$ cat src/rtl/vga_timing_pkg.sv
// vga_timing_pkg
// Shared constants and helpers for the VGA raster timing generator.
//   - DEF_* : default 640x480@60 timing (100 MHz clk, 25 MHz pixel)
//   - SYNC_ACTIVE_LOW / SYNC_ACTIVE_HIGH : sync polarity selectors
//   - h_total / v_total : derived line and frame lengths
//   - counter_width : bits needed to count 0..n-1 (never less than 1)
package vga_timing_pkg;

    localparam int DEF_CLK_PER_PIX = 4;

    localparam int DEF_H_ACTIVE = 640;
    localparam int DEF_H_FP     = 16;
    localparam int DEF_H_SYNC   = 96;
    localparam int DEF_H_BP     = 48;

    localparam int DEF_V_ACTIVE = 480;
    localparam int DEF_V_FP     = 10;
    localparam int DEF_V_SYNC   = 2;
    localparam int DEF_V_BP     = 29;

    localparam logic SYNC_ACTIVE_LOW  = 1'b0;
    localparam logic SYNC_ACTIVE_HIGH = 1'b1;

    function automatic int h_total(input int active, input int fp,
                                   input int sync, input int bp);
        return active + fp + sync + bp;
    endfunction

    function automatic int v_total(input int active, input int fp,
                                   input int sync, input int bp);
        return active + fp + sync + bp;
    endfunction

    function automatic int counter_width(input int n);
        return (n > 1) ? $clog2(n) : 1;
    endfunction

endpackage

$ cat src/rtl/vga_axis_counter.sv
// vga_axis_counter
// Generic wrap-around counter used for the pixel prescaler and for the
// horizontal and vertical raster axes.
// Ports:
//   clk     - clock
//   reset   - asynchronous, active-high reset (count -> 0)
//   inc_i   - advance the count by one this clk
//   count_o - current count, 0..LIMIT-1
//   wrap_o  - combinational, high when inc_i && count_o == LIMIT-1
// With LIMIT=1 the count is constantly 0 and wrap_o follows inc_i.
module vga_axis_counter #(
    parameter int LIMIT = 2,
    parameter int W     = 1
) (
    input  logic         clk,
    input  logic         reset,
    input  logic         inc_i,
    output logic [W-1:0] count_o,
    output logic         wrap_o
);

    localparam logic [W-1:0] LAST = W'(LIMIT - 1);

    logic [W-1:0] count_q;
    logic [W-1:0] count_d;

    always_comb begin
        count_d = count_q;
        if (inc_i) begin
            count_d = (count_q == LAST) ? '0 : count_q + 1'b1;
        end
    end

    always_ff @(posedge clk or posedge reset) begin
        if (reset) begin
            count_q <= '0;
        end else begin
            count_q <= count_d;
        end
    end

    assign count_o = count_q;
    assign wrap_o  = inc_i && (count_q == LAST);

endmodule

$ cat src/rtl/vga_timing_gen.sv
// vga_timing_gen
// Parametrised VGA raster timing generator. A pixel prescaler feeds a
// horizontal counter which feeds a vertical counter; every output is a
// register loaded each clk from the counters, so all outputs are mutually
// aligned one clk behind the counters.
// Region order on both axes: active, front porch, sync, back porch.
// Ports:
//   clk, reset       - clock; asynchronous active-high reset
//   enable           - run; low freezes counters and outputs, strobes go 0
//   hsync, vsync     - sync outputs, active level H_POL / V_POL
//   video_on         - inside the visible area
//   pix_x, pix_y     - current horizontal / vertical count
//   pix_tick         - last clk of each pixel
//   line_start       - first clk of each line
//   frame_start      - first clk of each frame
//   frame_cnt        - frame counter, only when VGA_TIMING_FRAME_CNT_EN
//                      is defined
module vga_timing_gen
    import vga_timing_pkg::*;
#(
    parameter int   CLK_PER_PIX = DEF_CLK_PER_PIX,
    parameter int   H_ACTIVE    = DEF_H_ACTIVE,
    parameter int   H_FP        = DEF_H_FP,
    parameter int   H_SYNC      = DEF_H_SYNC,
    parameter int   H_BP        = DEF_H_BP,
    parameter int   V_ACTIVE    = DEF_V_ACTIVE,
    parameter int   V_FP        = DEF_V_FP,
    parameter int   V_SYNC      = DEF_V_SYNC,
    parameter int   V_BP        = DEF_V_BP,
    parameter logic H_POL       = SYNC_ACTIVE_LOW,
    parameter logic V_POL       = SYNC_ACTIVE_LOW,
    parameter int   XW          = 10,
    parameter int   YW          = 10
) (
    input  logic          clk,
    input  logic          reset,
    input  logic          enable,
    output logic          hsync,
    output logic          vsync,
    output logic          video_on,
    output logic [XW-1:0] pix_x,
    output logic [YW-1:0] pix_y,
    output logic          pix_tick,
    output logic          line_start,
    output logic          frame_start
`ifdef VGA_TIMING_FRAME_CNT_EN
    ,
    output logic [15:0]   frame_cnt
`endif
);

    localparam int H_TOTAL = h_total(H_ACTIVE, H_FP, H_SYNC, H_BP);
    localparam int V_TOTAL = v_total(V_ACTIVE, V_FP, V_SYNC, V_BP);
    localparam int PW      = counter_width(CLK_PER_PIX);

    // Region boundaries; all are below the axis total so they fit the width.
    localparam logic [XW-1:0] H_ACT_END  = XW'(H_ACTIVE);
    localparam logic [XW-1:0] H_SYNC_BEG = XW'(H_ACTIVE + H_FP);
    localparam logic [XW-1:0] H_SYNC_END = XW'(H_ACTIVE + H_FP + H_SYNC);
    localparam logic [YW-1:0] V_ACT_END  = YW'(V_ACTIVE);
    localparam logic [YW-1:0] V_SYNC_BEG = YW'(V_ACTIVE + V_FP);
    localparam logic [YW-1:0] V_SYNC_END = YW'(V_ACTIVE + V_FP + V_SYNC);

    if (CLK_PER_PIX < 1 || H_ACTIVE < 1 || H_FP < 1 || H_SYNC < 1 ||
        H_BP < 1 || V_ACTIVE < 1 || V_FP < 1 || V_SYNC < 1 || V_BP < 1)
    begin : g_bad_timing
        $error("vga_timing_gen: timing parameters must all be non-zero");
    end

    if ((H_TOTAL - 1) >= (1 << XW) || (V_TOTAL - 1) >= (1 << YW))
    begin : g_bad_width
        $error("vga_timing_gen: XW/YW too narrow for the raster totals");
    end

    // Counter chain: prescaler -> h -> v.
    logic [PW-1:0] presc_cnt;
    logic          presc_wrap;
    logic [XW-1:0] h_cnt;
    logic          h_wrap;
    logic [YW-1:0] v_cnt;
    logic          v_wrap;

    vga_axis_counter #(.LIMIT(CLK_PER_PIX), .W(PW)) u_presc (
        .clk     (clk),
        .reset   (reset),
        .inc_i   (enable),
        .count_o (presc_cnt),
        .wrap_o  (presc_wrap)
    );

    vga_axis_counter #(.LIMIT(H_TOTAL), .W(XW)) u_h (
        .clk     (clk),
        .reset   (reset),
        .inc_i   (presc_wrap),
        .count_o (h_cnt),
        .wrap_o  (h_wrap)
    );

    vga_axis_counter #(.LIMIT(V_TOTAL), .W(YW)) u_v (
        .clk     (clk),
        .reset   (reset),
        .inc_i   (h_wrap),
        .count_o (v_cnt),
        .wrap_o  (v_wrap)
    );

    // Output decode from the current counters.
    logic          hsync_d, vsync_d, video_on_d;
    logic          pix_tick_d, line_start_d, frame_start_d;
    logic [XW-1:0] pix_x_d;
    logic [YW-1:0] pix_y_d;

    always_comb begin
        pix_x_d       = h_cnt;
        pix_y_d       = v_cnt;
        video_on_d    = (h_cnt < H_ACT_END) && (v_cnt < V_ACT_END);
        hsync_d       = ((h_cnt >= H_SYNC_BEG) && (h_cnt < H_SYNC_END))
                        ? H_POL : ~H_POL;
        vsync_d       = ((v_cnt >= V_SYNC_BEG) && (v_cnt < V_SYNC_END))
                        ? V_POL : ~V_POL;
        // presc_wrap already carries enable.
        pix_tick_d    = presc_wrap;
        line_start_d  = enable && (presc_cnt == '0) && (h_cnt == '0);
        frame_start_d = line_start_d && (v_cnt == '0);
    end

    logic          hsync_q, vsync_q, video_on_q;
    logic          pix_tick_q, line_start_q, frame_start_q;
    logic [XW-1:0] pix_x_q;
    logic [YW-1:0] pix_y_q;

    // Counters hold while disabled, so reloading every clk keeps the level
    // outputs frozen and forces the strobes to 0 without a separate hold path.
    always_ff @(posedge clk or posedge reset) begin
        if (reset) begin
            hsync_q       <= ~H_POL;
            vsync_q       <= ~V_POL;
            video_on_q    <= 1'b0;
            pix_x_q       <= '0;
            pix_y_q       <= '0;
            pix_tick_q    <= 1'b0;
            line_start_q  <= 1'b0;
            frame_start_q <= 1'b0;
        end else begin
            hsync_q       <= hsync_d;
            vsync_q       <= vsync_d;
            video_on_q    <= video_on_d;
            pix_x_q       <= pix_x_d;
            pix_y_q       <= pix_y_d;
            pix_tick_q    <= pix_tick_d;
            line_start_q  <= line_start_d;
            frame_start_q <= frame_start_d;
        end
    end

    assign hsync       = hsync_q;
    assign vsync       = vsync_q;
    assign video_on    = video_on_q;
    assign pix_x       = pix_x_q;
    assign pix_y       = pix_y_q;
    assign pix_tick    = pix_tick_q;
    assign line_start  = line_start_q;
    assign frame_start = frame_start_q;

`ifdef VGA_TIMING_FRAME_CNT_EN
    // fcnt tracks the counters (bumps when v wraps); frame_cnt_q is its copy
    // in the output stage, so it changes in the same cycle as frame_start.
    logic [15:0] fcnt_q, fcnt_d;
    logic [15:0] frame_cnt_q;

    always_comb begin
        fcnt_d = fcnt_q;
        if (v_wrap) begin
            fcnt_d = fcnt_q + 16'd1;
        end
    end

    always_ff @(posedge clk or posedge reset) begin
        if (reset) begin
            fcnt_q      <= '0;
            frame_cnt_q <= '0;
        end else begin
            fcnt_q      <= fcnt_d;
            frame_cnt_q <= fcnt_q;
        end
    end

    assign frame_cnt = frame_cnt_q;
`else
    logic unused_v_wrap;
    assign unused_v_wrap = v_wrap;
`endif

endmodule

$ cat config.mk
export PLATFORM = sky130hd
export DESIGN_NAME = vga_timing_gen
export DESIGN_NICKNAME = d
export VERILOG_FILES = /design/src/rtl/vga_timing_pkg.sv /design/src/rtl/vga_axis_counter.sv /design/src/rtl/vga_timing_gen.sv
export SDC_FILE = /design/constraint.sdc
export NUM_CORES = 1
export LEC_CHECK = 0
export ABC_AREA = 1
export BUFFER_PORTS_ARGS = -buffer_cell sky130_fd_sc_hd__buf_4
export CAP_MARGIN = 20
export CELL_PAD_IN_SITES_DETAIL_PLACEMENT = 0
export CELL_PAD_IN_SITES_GLOBAL_PLACEMENT = 1
export CORE_ASPECT_RATIO = 1.75
export CORE_MARGIN = 8
export CORE_UTILIZATION = 48
export CTS_BUF_LIST = sky130_fd_sc_hd__clkbuf_4 sky130_fd_sc_hd__clkbuf_8
export DETAILED_ROUTE_END_ITERATION = 8
export PLACE_DENSITY_LB_ADDON = 0.1
export SYNTH_ARGS = -nofsm -noshare
export SYNTH_HDL_FRONTEND = slang
export SYNTH_HIERARCHICAL = 1
export SYNTH_SLANG_ARGS = --single-unit
$ cat constraint.sdc
create_clock -name clk -period 3.8 [get_ports clk]
set_input_delay 0.38 -clock clk [delete_from_list [all_inputs] [get_ports clk]]
set_output_delay 0.38 -clock clk [all_outputs]
set_load 0.1 [all_outputs]
==> key figures <==
CTS
  – Clock transition at path regs: 0.08 ns
  – Setup Buffers After CTS: 0
  – CTS-repair resized insts: 0
  – Clock Sinks: 48
  – H-tree depth: 2
  – CTS root buf: clkbuf_8
  – # hold bufs at CTS: 1
  – Worst-skew pair later-pin latency: 0.30 ns
  – CTS tree: built
  – Max Buffers Root-to-Sink: 2
  – Num CTS Buffers: 5

Placement
  – HPWL Detailed: between 3000 and 4000 µm
  – Routability cong.: around 0.79
  – PortBufs: 28
  – Placement Setup Slack: 1.71 ns

Drt
  – Drt wl/cell: 13.8 µm
  – DR vias/cell: approximately 4.8
  – DR pass1 iterations: 4
  – WL final: approximately 4500 µm
  – DRC: 0
  – Vias: 1556
  – 1st-iter DRT viols: 65
  – ANT nets after route: 0

Yosys
  – Synth cell types: 24
  – Yosys Warn Count: 6
  – Post-synthesis cell count: 238
  – Share of the synthesized area in the top cell type: a little over half
  – Number of flops mapped to enable cells by yosys: 0
  – Synth top area cells: dfrtp_1 (55%), nand2_1 (11%), nor2_1 (6.6%), inv_1 (5.7%), nand3_1 (4.3%)
  – Post-synth net total: 245
  – Largest area contributor in the netlist: dfrtp_1
  – Synth async-reset ratio: between 90% and 100%
  – Avg Synthesized Cell Area: just under 9 µm²
  – Post-synth top flop: dfrtp_1
  – Sequential share of the synthesized area: 57.4%
  – Number of synthesized register bits: 48
  – Most numerous cell in the Yosys netlist: nand2_1
  – Post-Syn Area: 2100 µm²
  – Top cells by count, synth: nand2_1 (61), dfrtp_1 (46), nor2_1 (37)

Power and ir drop
  – VDD IR max: 0.384 mV
  – Switching power: 419 µW
  – Net Sw Frac: around 33%
  – Leakage: 1.34 nW
  – Flop pwr share: 47.3%
  – Power per Cell Area: 503 nW/µm²
  – Overall power: 1.27 mW
  – P_int: 851 µW
  – Clk pwr share: 31.2%
  – Comb power frac: a little over a fifth

Die
  – I/O pins: 29
  – Die footprint: 6820 µm²
  – Width of the die: ~66 µm
  – FP Rows: 32
  – Initial Util: 48.5%
  – Core Region: 4320 µm²
  – Die Ht: a little over 100 µm

Critical path
  – Crit Path Max Fanout: 9
  – Launch point of the worst reg-to-reg path: u_presc/count_o[0]
  – Slowest stage delay, CP: 0.39 ns
  – Startpoint types: flop
  – CP required: 4.00 ns
  – Flop-to-flop setup slack: 1.68 ns
  – Crit path DAT: around 2.3 ns
  – CP max stage cell: dfrtp_1
  – Worst path most repeated cell: inv_1
  – Critical Path Start: u_presc/count_o[0]
  – Worst path cell trace: ha_1 > nand2_1 > inv_1 > nand2_2 > nor2_2 > nand3_2 > inv_1 > nand3_1 > nor2_2 > xor2_1 > inv_1
  – CP Capture Type: flop
  – Type of the worst setup path: flop to flop

Layout
  – N_diodes: 0
  – Layout cells sized above 1: a little under 20%
  – Area growth from synthesis to layout: 20.5%
  – Total Nets Final: approximately 280
  – Multi-input gate area: 754 µm²
  – # fillers: roughly 430
  – Register Area: approximately 1200 µm²

Global route
  – Antenna violations before repair: 0
  – Total grt overflow: 0
  – Global-route wire length before repair: 7640 µm
  – Vias in the first global route: 1608
  – Largest net degree at the start of global routing: 27
  – GRT Util Overall: 14.9%

Timing
  – RSZ-0062 raised after global routing: no
  – Worst-margin pin slew: roughly 0.44 ns
  – Setup Skew: 0.00780 ns
  – Pins over their slew limit: 0
  – Final Cycle Share: 55.8%
  – Fmax: 472 MHz
  – Relative slew slack: a little over two thirds
  – Post-layout min period: 2.12 ns
  – Final setup fails: 0
  – Setup TNS: 0 ns
  – Final worst setup slack: ~1.7 ns
  – Fin. Hold Viols: 0

Job
  – # Max-Cap Violations: 0

Worst hold path
  – Worst Min Path Start: enable
  – HP Class: input pin to flop

Run status
  – Outcome: complete, no violations
registers in the layout, summed over array words and instances (netlist names):
signal,cells
u_v/count_o,10
pix_x,10
pix_y,10
frame_start,1
u_presc/count_o,2
hsync,1
u_h/count_o,10
pix_tick,1
line_start,1
vsync,1
video_on,1
kinds of logic after synthesis:
kind of cell | after synthesis | synth area share, %
fa+ha+maj | 4 | 2.39
flops | 48 | 57.4
xor+xnor | 8 | 3.34
simple gates | 136 | 28.7
compound gates | 6 | 1.55
buf+inv | 36 | 6.62
layout by cell type (no fill, tap or decap):
master,n
nand2_1,61
dfrtp_1,46
nor2_1,37
inv_1,32
buf_4,28
nand3_1,18
clkbuf_8,7
nor2_2,6
xor2_1,6
a21oi_1,4
ha_1,4
inv_2,3
nand4_1,2
or2_1,2
nand3b_1,2
dfstp_2,2
nand2_2,2
xnor2_1,2
nand3_2,2
nor3_1,1
or2_0,1
bufinv_16,1
dlygate4sd3_1,1
buf_16,1
nand2_4,1
o21bai_1,1
nor2_4,1
o21ai_0,1
final timing paths:
path | end | cells after the start
min in group asynchronous | u_presc/count_o[0] | 3
worst min-delay path | u_presc/count_o[0] | 3
max in group asynchronous | vsync | 4
worst min register to register | pix_x[6] | 0
worst max-delay path | u_v/count_o[5] | 11
worst max register to register | u_v/count_o[5] | 11
critical path, delay by kind of cell (launching register included):
| kind | cells | cell delay [ns] |
|---|---|---|
| AND/OR/NAND/NOR | 6 | 0.75 |
| flip-flops | 1 | 0.39 |
| XOR/XNOR | 1 | 0.18 |
| adder cells (fa/ha/maj) | 1 | 0.18 |
| buffers and inverters | 3 | 0.50 |
power groups by stage:
| stage | clock network [mW] | logic, mW | registers (mW) |
|---|---|---|---|
| floorplan | 0 | 0.0787 | 0.742 |
| global placement | 0 | 0.273 | 0.611 |
| detailed placement | 0 | 0.275 | 0.611 |
| CTS | 0.408 | 0.276 | 0.602 |
| global route | 0.429 | 0.294 | 0.611 |
| finish | 0.396 | 0.274 | 0.600 |
through the flow:
stage,area (µm²),hold WS [ns],util (%),std cells
after floorplan,2100,0.121,-,238
after global placement,2360,0.265,54.7,316
after detailed placement,2360,0.268,54.7,316
after CTS,2500,0.330,57.8,325
after global routing,2530,0.333,58.4,326
final,2530,0.333,58.4,326
cell type report:
class | count | area share, %
multi-input cells | 154 | 29.9
well taps | 51 | 2.52
repair buffers | 30 | 9.80
clock buffers | 7 | 3.81
clock inverters | 1 | 1.19
flip-flops and latches | 48 | 47.6
inverters | 35 | 5.20
metal layers:
metal | up-vias | global-route usage [%] | share of wire, %
li1 | 788 | - | -
met1 | 730 | 14.1 | 36
met4 | 0 | 7.60 | 2.3
met2 | 30 | 28.7 | 58
met5 | - | 0 | 0
met3 | 8 | 3.13 | 4.1
(Power assumes the default switching activity.)
